[config.mk]
export PLATFORM = sky130hd
export DESIGN_NAME = spi_xfer
export DESIGN_NICKNAME = d
export VERILOG_FILES = /design/src/rtl/spi_xfer.sv
export SDC_FILE = /design/constraint.sdc
export NUM_CORES = 1
export LEC_CHECK = 0
export BUFFER_PORTS_ARGS = -buffer_cell sky130_fd_sc_hd__buf_2
export CAP_MARGIN = 20
export CORE_MARGIN = 5
export CORE_UTILIZATION = 31
export CTS_CLUSTER_DIAMETER = 100
export DETAILED_ROUTE_END_ITERATION = 10
export GPL_TIMING_DRIVEN = 0
export PLACE_DENSITY = 0.54
export SYNTH_ARGS = -nofsm -noshare
export SYNTH_HDL_FRONTEND = slang
export SYNTH_SLANG_ARGS = --single-unit
[constraint.sdc]
create_clock -name clk -period 2.3 [get_ports clk]
set_input_delay 0.46 -clock clk [delete_from_list [all_inputs] [get_ports clk]]
set_output_delay 0.46 -clock clk [all_outputs]
set_load 0.05 [all_outputs]
[src/rtl/spi_xfer.sv]
`default_nettype none
// ============================================================================
// Module   : spi_xfer
// Brief    : Byte-wide full-duplex SPI master shift engine, 4 chip selects.
// Revision : 1.0 - initial release
// ============================================================================
module spi_xfer (
    input  logic       clk,
    input  logic       rst,
    input  logic [1:0] clk_div_i,
    input  logic       irq_en_i,
    input  logic [1:0] cs_sel_i,
    input  logic [1:0] mode_i,
    input  logic [7:0] tx_data_i,
    input  logic       start_i,
    input  logic       miso_i,
    output logic       sclk_o,
    output logic       mosi_o,
    output logic [3:0] cs_n_o,
    output logic [7:0] rx_data_o,
    output logic       busy_o,
    output logic       done_o,
    output logic       irq_o
);

    localparam logic [4:0] C_LAST_EDGE_IDX = 5'd15;

    typedef enum logic [1:0] {
        S_IDLE  = 2'd0,
        S_SETUP = 2'd1,
        S_SHIFT = 2'd2,
        S_HOLD  = 2'd3
    } state_t;

    state_t     state_q;
    logic       sclk_q;
    logic       mosi_q;
    logic [3:0] cs_n_q;
    logic [7:0] rx_data_q;
    logic       busy_q;
    logic       done_q;
    logic       irq_q;
    logic       irq_pend_q;
    logic       irq_pend_d;
    logic [3:0] h_cnt_q;
    logic [3:0] h_max_q;
    logic [4:0] edge_cnt_q;
    logic       cpol_q;
    logic       cpha_q;
    logic [7:0] tx_sh_q;
    logic [7:0] rx_sh_q;

    logic [3:0] w_h_max;
    logic       w_start_acc;
    logic       w_half_end;
    logic       w_sample;
    logic       w_drive;

    always_comb begin
        case (clk_div_i)
            2'd0:    w_h_max = 4'd1;
            2'd1:    w_h_max = 4'd3;
            2'd2:    w_h_max = 4'd7;
            default: w_h_max = 4'd15;
        endcase
    end

    assign w_start_acc = start_i & ~busy_q;
    assign w_half_end  = (h_cnt_q == 4'd0);
    // edge_cnt_q holds edges already produced, so the upcoming edge is odd when bit 0 is clear
    assign w_sample    = (edge_cnt_q[0] == cpha_q);
    assign w_drive     = ~w_sample & (edge_cnt_q != C_LAST_EDGE_IDX);

    always_comb begin
        irq_pend_d = irq_pend_q;
        if (w_start_acc) begin
            irq_pend_d = 1'b0;
        end else if ((state_q == S_HOLD) && w_half_end) begin
            irq_pend_d = 1'b1;
        end
    end

    always_ff @(posedge clk) begin
        if (rst) begin
            state_q    <= S_IDLE;
            sclk_q     <= 1'b0;
            mosi_q     <= 1'b0;
            cs_n_q     <= 4'hF;
            rx_data_q  <= 8'h00;
            busy_q     <= 1'b0;
            done_q     <= 1'b0;
            irq_q      <= 1'b0;
            irq_pend_q <= 1'b0;
            h_cnt_q    <= 4'd0;
            h_max_q    <= 4'd0;
            edge_cnt_q <= 5'd0;
            cpol_q     <= 1'b0;
            cpha_q     <= 1'b0;
            tx_sh_q    <= 8'h00;
            rx_sh_q    <= 8'h00;
        end else begin
            done_q     <= 1'b0;
            irq_pend_q <= irq_pend_d;
            irq_q      <= irq_pend_d & irq_en_i;
            case (state_q)
                S_IDLE: begin
                    sclk_q <= mode_i[1];
                    mosi_q <= 1'b0;
                    cs_n_q <= 4'hF;
                    if (w_start_acc) begin
                        state_q    <= S_SETUP;
                        busy_q     <= 1'b1;
                        cs_n_q     <= ~(4'b0001 << cs_sel_i);
                        cpol_q     <= mode_i[1];
                        cpha_q     <= mode_i[0];
                        h_max_q    <= w_h_max;
                        h_cnt_q    <= w_h_max;
                        edge_cnt_q <= 5'd0;
                        rx_sh_q    <= 8'h00;
                        // CPHA=0 presents the MSB before the first edge
                        if (mode_i[0]) begin
                            mosi_q  <= 1'b0;
                            tx_sh_q <= tx_data_i;
                        end else begin
                            mosi_q  <= tx_data_i[7];
                            tx_sh_q <= {tx_data_i[6:0], 1'b0};
                        end
                    end
                end
                S_SETUP: begin
                    if (w_half_end) begin
                        state_q <= S_SHIFT;
                        h_cnt_q <= h_max_q;
                    end else begin
                        h_cnt_q <= h_cnt_q - 4'd1;
                    end
                end
                S_SHIFT: begin
                    if (w_half_end) begin
                        h_cnt_q    <= h_max_q;
                        sclk_q     <= ~sclk_q;
                        edge_cnt_q <= edge_cnt_q + 5'd1;
                        if (w_sample) begin
                            rx_sh_q <= {rx_sh_q[6:0], miso_i};
                        end else if (w_drive) begin
                            mosi_q  <= tx_sh_q[7];
                            tx_sh_q <= {tx_sh_q[6:0], 1'b0};
                        end
                        if (edge_cnt_q == C_LAST_EDGE_IDX) begin
                            state_q <= S_HOLD;
                        end
                    end else begin
                        h_cnt_q <= h_cnt_q - 4'd1;
                    end
                end
                S_HOLD: begin
                    if (w_half_end) begin
                        state_q   <= S_IDLE;
                        busy_q    <= 1'b0;
                        cs_n_q    <= 4'hF;
                        mosi_q    <= 1'b0;
                        sclk_q    <= cpol_q;
                        done_q    <= 1'b1;
                        rx_data_q <= rx_sh_q;
                    end else begin
                        h_cnt_q <= h_cnt_q - 4'd1;
                    end
                end
                default: begin
                    state_q <= S_IDLE;
                end
            endcase
        end
    end

    assign sclk_o    = sclk_q;
    assign mosi_o    = mosi_q;
    assign cs_n_o    = cs_n_q;
    assign rx_data_o = rx_data_q;
    assign busy_o    = busy_q;
    assign done_o    = done_q;
    assign irq_o     = irq_q;

endmodule
`default_nettype wire

==> out/metrics.csv, run 1 <==
stage,metric,value,unit
setup_path,r2r_cells,7,
layout,antenna_cells,0,
min_path,hp-start,irq_en_i,
clocking,clockBufferDepth,2,
setup_path,worstPathRequired,2.54,ns
routing,ant_nets,0,
logic_synthesis,ys_ff_latch,51,
floorplanning,row_count,33,
setup_path,worstReg2RegEnd,tx_sh_q[0]$_SDFFE_PP0P_,
layout,area.growth.synth_to_final,15.7,%
setup_path,cp-start-kind,register,
routing,drt_iter0_drc,95,
timing,fin_crit_sh,92.7,%
floorplanning,fp.dieArea,10100,µm²
clocking,clockRootBuffer,clkbuf_8,
logic_synthesis,async_flop_share,0,%
timing,rsz0062_at_grt,yes,
logic_synthesis,synth.area.top_cells,"dfxtp_1 (40%), a21oi_1 (6.3%), nand2_1 (6.2%), o21ai_0 (4.7%), ha_1 (4.4%)",
layout,multi_input_area,1400,µm²
layout,final_core_util,36.3,%
logic_synthesis,syn_area_per_cell,8.65,µm²
logic_synthesis,synth_largest_area_cell,dfxtp_1,
routing,drcViolationCount,0,
logic_synthesis,synth.yosys.seq_area_share,40.0,%
power_and_ir_drop,power_density,1090,nW/µm²
setup_path,regToRegSetupSlack,0.17,ns
logic_synthesis,synthCells,295,
clocking,cts_setup_buffers,0,
setup_path,critPathMaxStageDelay,0.59,ns
layout,final_nets,364,
global_routing,grt_use_total,12.9,%
clocking,clk_latency,0.32,ns
timing,setup_slack,0.167,ns
setup_path,rr_startpoint,state_q[0]$_SDFFE_PP0P_,
run,cap_violations,0,
floorplanning,die_h,101,µm
routing,wl_per_cell,14.3,µm
floorplanning,chipWidth,101,µm
routing,routed_wl,6300,µm
min_path,hold_path.class,input pin to register,
logic_synthesis,syn-num-nets,323,
routing,vias_per_cell,4.99,
logic_synthesis,syn_area,2550,µm²
global_routing,antenna_found_initial,0,
setup_path,critical_path_class,register to register,
routing,via_count,2205,
placed_design,dp_hpwl,4630,µm
routing,firstDrtPassIters,4,
min_path,holdPathStages,2,
clocking,cts_tree,built,
logic_synthesis,synth.most_common_cell,dfxtp_1,
outcome,run_status,finished clean,
clocking,ctsHoldBuffers,0,
timing,layout_min_cycle_time,2.13,ns
logic_synthesis,ys_types,52,
layout,drive_gt1_share,20.5,%
floorplanning,fp.coreArea,8130,µm²
timing,final-hold-violation-count,0,
timing,max_freq,469,MHz
timing,drv_slew,0,
timing,worst_slew_pin_slew,0.619,ns
setup_path,critPathCaptureType,register,
logic_synthesis,synth_flop_cell,dfxtp_1,
clocking,clock_sinks,51,
power_and_ir_drop,vdd_drop_max,0.375,mV
clocking,clk_pin_slew,0.10,ns
clocking,h-tree-depth,2,
setup_path,crit_path_top_delay_cell,a2111oi_4,
logic_synthesis,synth_edf_count,0,
timing,max_slew_margin,58.7,%
global_routing,grt_first_pass_wirelength,10500,µm
placed_design,pre_cts_ws,0.0456,ns
logic_synthesis,yosysWarnings,0,
clocking,cts_made_buffers,5,
global_routing,grt_pass1_vias,2177,
logic_synthesis,synth.top_cell.area_share,40.0,%
global_routing,overflow,0,
setup_path,cp_cell_sequence,inv_1 > ha_1 > nand4bb_1 > a2111oi_4 > buf_6 > o2111ai_1 > a21oi_1,
power_and_ir_drop,p_leak,0.00118,µW
floorplanning,io-pin-count,36,
layout,seqCellArea,1020,µm²
global_routing,grt_max_degree,19,
timing,clock-skew-final,0.00870,ns
timing,setup_violations,0,
layout,fill_cells,847,
setup_path,timing.critical_path.arrival,2.38,ns
placed_design,io_buffers,34,
min_path,hold_end,irq_o$_SDFF_PP0_,
logic_synthesis,synth_common_cells,"dfxtp_1 (51), nand2_1 (42), a21oi_1 (32)",
placed_design,place_congestion,0.812,
floorplanning,start_util,31.4,%
setup_path,path_max_fanout,10,
critical path, delay by kind of cell, from the launching register on:
| kind | cells | cell delay, ns |
|---|---|---|
| DFF | 1 | 0.35 |
| adders and majority gates | 1 | 0.32 |
| buffers and inverters | 2 | 0.34 |
| AOI/OAI and AO/OA | 3 | 0.85 |
| and+or+nand+nor | 1 | 0.22 |
layout by cell type, fill, tap and decap left out, types with 5 or more instances in the layout:
| master | netlist | routed |
|---|---|---|
| dfxtp_1 | 51 | 51 |
| nand2_1 | 42 | 42 |
| buf_2 | 4 | 38 |
| a21oi_1 | 32 | 32 |
| o21ai_0 | 24 | 24 |
| nor2_1 | 16 | 15 |
| inv_1 | 13 | 13 |
| ha_1 | 9 | 9 |
| clkbuf_1 | 9 | 8 |
| mux2i_1 | 8 | 8 |
| or3b_2 | 8 | 8 |
| a22o_1 | 8 | 8 |
| clkbuf_8 | 0 | 5 |
worst max-delay path by stage:
stage | from | to | depth (start not counted)
4_1_cts | state_q[0]$_SDFFE_PP0P_ | tx_sh_q[1]$_SDFFE_PP0P_ | 8
2_1_floorplan | busy_o$_SDFFE_PP0P_ | tx_sh_q[7]$_SDFFE_PP0P_ | 5
3_5_place_dp | state_q[0]$_SDFFE_PP0P_ | tx_sh_q[1]$_SDFFE_PP0P_ | 8
5_1_grt | state_q[0]$_SDFFE_PP0P_ | rx_sh_q[2]$_SDFFE_PP0P_ | 7
3_3_place_gp | state_q[0]$_SDFFE_PP0P_ | tx_sh_q[0]$_SDFFE_PP0P_ | 8
6_report | state_q[0]$_SDFFE_PP0P_ | tx_sh_q[0]$_SDFFE_PP0P_ | 7
per-stage QoR:
step                      instance area (µm²)  setup TNS, ns  total power [µW]  hold WS [ns]  std cells
after global routing                     2950        -0.0160              3470         0.348        442
after detailed placement                 2850              0              2660         0.447        434
after CTS                                2950              0              3220         0.349        442
after global placement                   2850              0              2650         0.445        434
final                                    2950              0              3210         0.349        442
after floorplan                          2550              0              2290         0.432        295
report_power, final:
group          switching (µW)  internal (µW)
Combinational             965            574
Clock                     333            225
Sequential                100           1010
Total                    1400           1810
registers in the layout (all words and copies together), names as in the netlist:
register / cells
cpol_q: 1
cs_n_o: 4
mosi_o: 1
state_q: 2
edge_cnt_q: 5
rx_data_o: 8
busy_o: 1
irq_pend_q: 1
h_max_q: 4
done_o: 1
rx_sh_q: 8
sclk_o: 1
tx_sh_q: 8
h_cnt_q: 4
cpha_q: 1
irq_o: 1
timing repair:
| action | in CTS | in global routing |
|---|---|---|
| endpoints found under the hold margin | 0 | 0 |
| setup endpoints to repair | 0 | 8 |
| gates resized for setup | 0 | 3 |
metal layers:
layer | GRT usage, % | vias up | routed length, µm
met3 | 2.21 | 7 | 200
met5 | 0 | - | 0
met2 | 21.9 | 31 | 3080
met4 | 4.66 | 0 | 95
met1 | 16.2 | 1032 | 2930
li1 | - | 1135 | -
logic make-up (layout without fill, tap and decap cells):
kind of cell             after synthesis  count (layout)  synth area share (%)
AND/OR/NAND/NOR                      101             101                  21.0
AO/OA/AOI/OAI                         92              92                  23.9
flip-flops                            51              51                  40.0
buffers and inverters                 29              71                  5.35
adder cells (fa/ha/maj)                9               9                  4.41
multiplexers                           9               9                  3.58
XOR/XNOR                               4               4                  1.67
final cells by class:
cell class	instances	share of cell area [%]
flip-flops and latches	51	34.6
well taps	105	4.45
repair buffers	34	5.77
multi-input cells	215	47.3
clock buffers	5	2.33
plain buffers	16	3.01
clock inverters	3	0.890
inverters	13	1.65
No activity file was read; power rests on OpenSTA's default activity.
==> run 2, diff against run 1 <==
ABC_AREA = 1   (was unset)
==> run 2 against run 1 <==
Setup slack gained 0.38 ns. Die area is 1.8% higher. Register-to-register slack improved by 0.38 ns. Via count is 10% higher. Count of clock-buffer cells in the layout stayed put. Design area rose by 1.7%. Total power up 13%. Sequential power up 9%. Combinational power is 20% higher. Largest cell class unchanged.
==> out/metrics.csv, run 2 <==
stage,metric,value,unit,change
logic_synthesis,syn_area_per_cell,6.60,µm²,-24%
clocking,clk_pin_slew,0.11,ns,about the same
layout,layoutNonFillerInstCount,541,,+22%
routing,via_count,2428,,+10%
global_routing,antenna_found_initial,0,,unchanged
logic_synthesis,ys_ff_latch,51,,unchanged
timing,final-hold-violation-count,0,,unchanged
logic_synthesis,synth.top_cell.area_share,39.2,%,-0.77 points
floorplanning,die_h,102,µm,+0.88%
floorplanning,row_count,33,,unchanged
global_routing,grt_max_degree,19,,unchanged
layout,final_core_util,36.5,%,+0.23 points
logic_synthesis,synth.area.top_cells,"dfxtp_1 (39%), nand2_1 (17%), nor2_1 (9.2%), inv_1 (6.2%), nand3_1 (5.2%)",,
setup_path,worstPathRequired,2.50,ns,-0.04 ns
timing,worst_slew_pin_slew,0.538,ns,-0.0804 ns
clocking,h-tree-depth,2,,unchanged
routing,wl_per_cell,11.6,µm,-19%
timing,drv_slew,0,,unchanged
run,cap_violations,0,,unchanged
floorplanning,start_util,31.7,%,+0.29 points
placed_design,place_congestion,0.843,,+3.9%
routing,vias_per_cell,4.49,,-10%
clocking,clockRootBuffer,clkbuf_8,,
placed_design,dp.cells,533,,+23%
global_routing,grt_pass1_vias,2260,,+3.8%
setup_path,cp-start-kind,register,,
routing,routed_wl,6260,µm,-0.62%
timing,max_freq,570,MHz,+22%
timing,fin_tns_setup,0,ns,unchanged
timing,clock-skew-final,0.0141,ns,+0.00545 ns
layout,drive_gt1_share,13.8,%,-6.7 points
timing,setup_violations,0,,unchanged
min_path,hold_path.class,input pin to register,,
routing,drt_iter0_drc,143,,+51%
power_and_ir_drop,p_leak,0.00146,µW,+24%
logic_synthesis,syn-num-nets,422,,+31%
logic_synthesis,syn_area,2600,µm²,+2.0%
logic_synthesis,synthCells,394,,+34%
layout,final_cell_mix,"nand2_1 (115), nor2_1 (64), dfxtp_1 (51), inv_1 (43), buf_2 (37)",,
setup_path,path_max_fanout,10,,unchanged
setup_path,critPathCaptureType,register,,
floorplanning,io-pin-count,36,,unchanged
logic_synthesis,synth.most_common_cell,nand2_1,,
power_and_ir_drop,vdd_drop_max,0.363,mV,-3.2%
logic_synthesis,synth.yosys.seq_area_share,39.2,%,-0.77 points
clocking,cts_tree,built,,
setup_path,r2r_cells,10,,+3
routing,ant_nets,0,,unchanged
clocking,clockBufferDepth,2,,unchanged
logic_synthesis,ys_types,27,,-48%
layout,fill_cells,911,,+7.6%
routing,drcViolationCount,0,,unchanged
global_routing,overflow,0,,unchanged
setup_path,timing.critical_path.arrival,1.96,ns,-0.42 ns
placed_design,io_buffers,34,,unchanged
timing,setup_slack,0.546,ns,+0.379 ns
clocking,ctsHoldBuffers,0,,unchanged
logic_synthesis,async_flop_share,0,%,unchanged
timing,layout_min_cycle_time,1.75,ns,-0.379 ns
clocking,clock_sinks,51,,unchanged
clocking,cts_setup_buffers,0,,unchanged
timing,fin_crit_sh,76.3,%,-16 points
power_and_ir_drop,power_density,1210,nW/µm²,+11%
placed_design,dp_hpwl,4630,µm,about the same
layout,antenna_cells,0,,unchanged
global_routing,grt_first_pass_wirelength,10600,µm,+0.86%
placed_design,pre_cts_ws,0.543,ns,+0.497 ns
timing,holdWs,0.345,ns,-0.00348 ns
outcome,run_status,finished clean,,
clocking,clk_latency,0.31,ns,about the same
logic_synthesis,synth_common_cells,"nand2_1 (115), nor2_1 (64), dfxtp_1 (51)",,
logic_synthesis,synth_edf_count,0,,unchanged
timing,rsz0062_at_grt,no,,
logic_synthesis,synth_largest_area_cell,dfxtp_1,,
global_routing,grt_use_total,12.8,%,-0.043 points
floorplanning,chipWidth,102,µm,+0.88%
routing,firstDrtPassIters,4,,unchanged
timing,max_slew_margin,64.1,%,+5.4 points
logic_synthesis,yosysWarnings,0,,unchanged
clocking,post_cts_resized,0,,unchanged
clocking,cts_made_buffers,5,,unchanged
setup_path,critical_path_class,register to register,,
min_path,holdPathStages,2,,unchanged
logic_synthesis,synth_flop_cell,dfxtp_1,,
layout,final_nets,463,,+27%
floorplanning,fp.coreArea,8220,µm²,+1.0%
floorplanning,fp.dieArea,10300,µm²,+1.8%
layout,layout_commonest_cell,nand2_1,,
layout,area.growth.synth_to_final,15.3,%,
-- run 2: cell types whose count changed in the layout (fill, tap and decap cells not counted), moves of 4 or more --
cell      delta
nand2_1     +73
nor2_1      +49
inv_1       +30
nand3_1     +23
a22o_1       -8
mux2i_1      -8
or3b_2       -8
a21oi_1      -6
and3_1       -4
nand2b_1     -4
nor2b_1      -4
nor3_1       -4
-- run 2: final cells by class --
class                           instances  area [µm²]  area share [%]
Clock inverter                          3        28.8           0.959
Multi-Input combinational cell        284        1300            43.5
Timing Repair Buffer                   34         170            5.67
Clock buffer                            5        68.8            2.29
Inverter                               44         165            5.50
Buffer                                 15         111            3.71
Tap cell                              105         131            4.38
Sequential cell                        51        1020            34.0
-- run 2: logic make-up (layout without fill, tap and decap cells) --
group | count (synthesis) | after routing | synth area share [%]
and+or+nand+nor | 218 | 218 | 34.3
buffers and inverters | 59 | 101 | 10.6
AOI/OAI and AO/OA | 56 | 56 | 11.2
DFF | 51 | 51 | 39.2
adders and majority gates | 9 | 9 | 4.33
xor gates and xnor gates | 1 | 1 | 0.337
-- run 2: path summary, 6_finish.rpt --
path                                                  end  slack (ns)                    start
worst min register to register      irq_pend_q$_SDFF_PP0_        0.46    irq_pend_q$_SDFF_PP0_
worst max-delay path              rx_sh_q[6]$_SDFFE_PP0P_        0.55  state_q[0]$_SDFFE_PP0P_
worst min-delay path            rx_data_o[6]$_SDFFE_PP0P_        0.35                      rst
worst max register to register    rx_sh_q[6]$_SDFFE_PP0P_        0.55  state_q[0]$_SDFFE_PP0P_
-- run 2: power by group --
part           leakage [µW]  internal, µW  switching [µW]  total, µW
clock network     0.0000502           226             334        561
registers          0.000417          1090             120       1210
logic              0.000990           600            1250       1850
total               0.00146          1920            1700       3620
-- run 2: metal layers --
metal  vias up  routed length [µm]  track usage [%]
met5         -                   0                0
met2        42                2800             20.4
met4         0                  36             2.76
met3         2                 286             2.62
met1      1082                3140             18.0
li1       1302                   -                -
-- run 2: per-stage QoR --
| stage | power (µW) | area (µm²) |
|---|---|---|
| finish | 3620 | 3000 |
| global route | 3990 | 3000 |
| CTS | 3670 | 3000 |
| detailed placement | 3100 | 2900 |
| global placement | 3070 | 2900 |
| floorplan | 2660 | 2600 |
-- run 2: critical path, stage by stage (launching register included) --
cell and delay, ns:
dfxtp_1 0.35, inv_1 0.11, ha_1 0.30, nor2_1 0.09
a21oi_2 0.17, nand3_2 0.21, buf_6 0.21, nand2_1 0.05
inv_1 0.03, nor2_1 0.07, nor2_1 0.04
==> run 3, diff against run 2 <==
ABC_AREA = 0   (was 1)
PLACE_DENSITY = 0.56   (was 0.54)
clock period = 1.4 ns   (was 2.3 ns; I/O delays follow)
==> run 3 against run 2 <==
The run now ends with setup timing left. Global-route usage up 1.2 points. Clock power up 85%. Via count down 1.6%.
==> out/metrics.csv, run 3 (synthesis gave the netlist of run 1 again) <==
stage,metric,value,unit,change
setup_path,rr_startpoint,h_cnt_q[1]$_SDFFE_PP0P_,,
timing,worst_slew_pin_slew,0.691,ns,+0.152 ns
min_path,hold_end,irq_o$_SDFF_PP0_,,
setup_path,timing.critical_path.arrival,2.01,ns,+0.05 ns
global_routing,grt_max_degree,17,,-2
min_path,hold_path.class,input pin to register,,
routing,vias_per_cell,5.05,,+12%
layout,area.growth.synth_to_final,45.6,%,
outcome,run_status,finished with violations,,
floorplanning,fp.coreArea,8130,µm²,-1.0%
power_and_ir_drop,power_density,1970,nW/µm²,+63%
timing,layout_min_cycle_time,1.77,ns,+0.0143 ns
layout,final_cell_mix,"dfxtp_1 (44), nand2_1 (37), buf_2 (36), buf_4 (22)",,
global_routing,antenna_found_initial,0,,unchanged
min_path,hp-start,irq_en_i,,
layout,seqCellArea,1040,µm²,+1.6%
routing,firstDrtPassIters,4,,unchanged
setup_path,r2r_cells,9,,-1
floorplanning,row_count,33,,unchanged
layout,multi_input_area,1790,µm²,+37%
timing,max_slew_margin,53.9,%,-10 points
setup_path,regToRegSetupSlack,-0.37,ns,-0.91 ns
clocking,cts_tree,built,,
clocking,clk_latency,0.31,ns,about the same
timing,fin_crit_sh,126,%,+50 points
layout,fill_cells,768,,-16%
clocking,h-tree-depth,2,,unchanged
power_and_ir_drop,p_leak,0.00149,µW,+2.3%
clocking,clockRootBuffer,clkbuf_8,,
timing,setup_violations,42,,+42
layout,final_nets,395,,-15%
routing,drcViolationCount,0,,unchanged
setup_path,worstReg2RegEnd,tx_sh_q[0]$_SDFFE_PP0P_,,
floorplanning,fp.dieArea,10100,µm²,-1.7%
timing,max_freq,566,MHz,-0.81%
placed_design,dp_hpwl,4610,µm,-0.37%
global_routing,grt_first_pass_wirelength,11400,µm,+7.1%
placed_design,pre_cts_ws,-0.536,ns,-1.08 ns
setup_path,worstPathRequired,1.64,ns,-0.86 ns
layout,finalInstanceArea,3710,µm²,+24%
routing,routed_wl,7140,µm,+14%
setup_path,path_max_fanout,10,,unchanged
floorplanning,start_util,31.4,%,-0.29 points
global_routing,grt_pass1_vias,2347,,+3.8%
timing,clock-skew-final,0.00723,ns,-0.00692 ns
floorplanning,die_h,101,µm,-0.88%
placed_design,io_buffers,34,,unchanged
placed_design,place_congestion,0.832,,-1.4%
power_and_ir_drop,vdd_drop_max,0.625,mV,+72%
setup_path,cp-start-kind,register,,
setup_path,critPathCaptureType,register,,
clocking,clockBufferDepth,2,,unchanged
timing,rsz0062_at_grt,yes,,
power_and_ir_drop,power.total,7320,µW,+100%
timing,final-hold-violation-count,0,,unchanged
setup_path,critical_path_class,register to register,,
layout,layout_commonest_cell,dfxtp_1,,
floorplanning,io-pin-count,36,,unchanged
floorplanning,chipWidth,101,µm,-0.88%
run,cap_violations,0,,unchanged
routing,wl_per_cell,15.1,µm,+31%
routing,via_count,2388,,-1.6%
clocking,cts_made_buffers,5,,unchanged
routing,ant_nets,0,,unchanged
timing,setup_slack,-0.368,ns,-0.914 ns
layout,antenna_cells,0,,unchanged
clocking,clock_sinks,51,,unchanged
placed_design,dp.cells,434,,-19%
routing,drt_iter0_drc,96,,-33%
global_routing,grt_use_total,14.0,%,+1.2 points
placed_design,post_dp_cell_area,3000,µm²,+3.4%
layout,layoutNonFillerInstCount,473,,-13%
timing,drv_slew,0,,unchanged
min_path,holdPathStages,2,,unchanged
layout,drive_gt1_share,45.1,%,+31 points
timing,holdWs,0.161,ns,-0.185 ns
clocking,clk_pin_slew,0.10,ns,about the same
global_routing,overflow,0,,unchanged
outcome,violations,setup timing,,
[run 3: cell count changes in the layout (fill, tap and decap cells not counted), moves of 7 or more]
| cell | change |
|---|---|
| nand2_1 | -78 |
| dfxtp_1 | -7 |
| buf_4 | +22 |
| nand3_1 | -23 |
| a21oi_1 | -9 |
| a21oi_2 | +10 |
| o21ai_0 | -9 |
| ha_1 | -7 |
| or3b_4 | +8 |
| buf_6 | +8 |
| nor2_1 | -52 |
| inv_1 | -35 |
| a22o_1 | +8 |
| mux2i_1 | +8 |
[run 3: what timing repair did]
item,in CTS,in global routing
endpoints found under the setup margin,49,46
gates cloned,0,0
resized for setup,53,52
pin swaps,33,27
setup buffers,24,12
hold buffers,0,0
[run 3: worst max path at each step]
| stage | slack [ns] | cells after the start | endpoint | from |
|---|---|---|---|---|
| 2_1_floorplan | -0.31 | 7 | tx_sh_q[7]$_SDFFE_PP0P_ | edge_cnt_q[0]$_SDFFE_PP0P_ |
| 3_3_place_gp | -0.60 | 7 | tx_sh_q[0]$_SDFFE_PP0P_ | state_q[0]$_SDFFE_PP0P_ |
| 3_5_place_dp | -0.54 | 7 | tx_sh_q[0]$_SDFFE_PP0P_ | state_q[0]$_SDFFE_PP0P_ |
| 4_1_cts | -0.33 | 7 | h_cnt_q[3]$_SDFFE_PP0P_ | h_cnt_q[0]$_SDFFE_PP0P_ |
| 5_1_grt | -0.44 | 9 | tx_sh_q[0]$_SDFFE_PP0P_ | h_cnt_q[0]$_SDFFE_PP0P_ |
| 6_report | -0.37 | 9 | tx_sh_q[0]$_SDFFE_PP0P_ | h_cnt_q[1]$_SDFFE_PP0P_ |
[run 3: final cells by class]
cell class | count | area share (%)
Sequential cell | 51 | 27.9
Tap cell | 105 | 3.54
Buffer | 13 | 2.83
Clock inverter | 1 | 0.236
Clock buffer | 7 | 2.90
Inverter | 13 | 1.58
Timing Repair Buffer | 68 | 12.8
Multi-Input combinational cell | 215 | 48.2
[run 3: through the flow]
step | util (%) | setup TNS [ns]
4_1_cts | 43.1 | -7.65
5_1_grt | 45.7 | -12.08
6_report | 45.7 | -8.73
3_3_place_gp | 36.9 | -15.25
3_5_place_dp | 36.9 | -14.34
2_1_floorplan | - | -4.17
[run 3: per-layer routing]
| metal | global-route usage, % | up-vias | part of all wire (%) | wire length [µm] |
|---|---|---|---|---|
| met5 | 0 | - | 0 | 0 |
| met4 | 5.91 | 0 | 2.0 | 146 |
| met3 | 2.42 | 12 | 2.9 | 209 |
| met2 | 24.7 | 48 | 52 | 3750 |
| met1 | 16.6 | 1130 | 43 | 3040 |
| li1 | - | 1198 | - | - |
[run 3: worst max-delay path, cell delays in order (launching register included)]
cell       delay (ns)
dfxtp_2          0.35
inv_2            0.05
ha_4             0.17
buf_6            0.11
buf_4            0.13
nand4bb_4        0.11
a2111oi_4        0.05
buf_6            0.16
or3b_2           0.45
a21oi_2          0.12
[run 3: power breakdown]
| group | internal, µW | total [µW] | switching [µW] |
|---|---|---|---|
| registers | 1690 | 1890 | 199 |
| clock network | 517 | 1040 | 524 |
| logic | 2140 | 4390 | 2250 |
| total | 4350 | 7320 | 2970 |
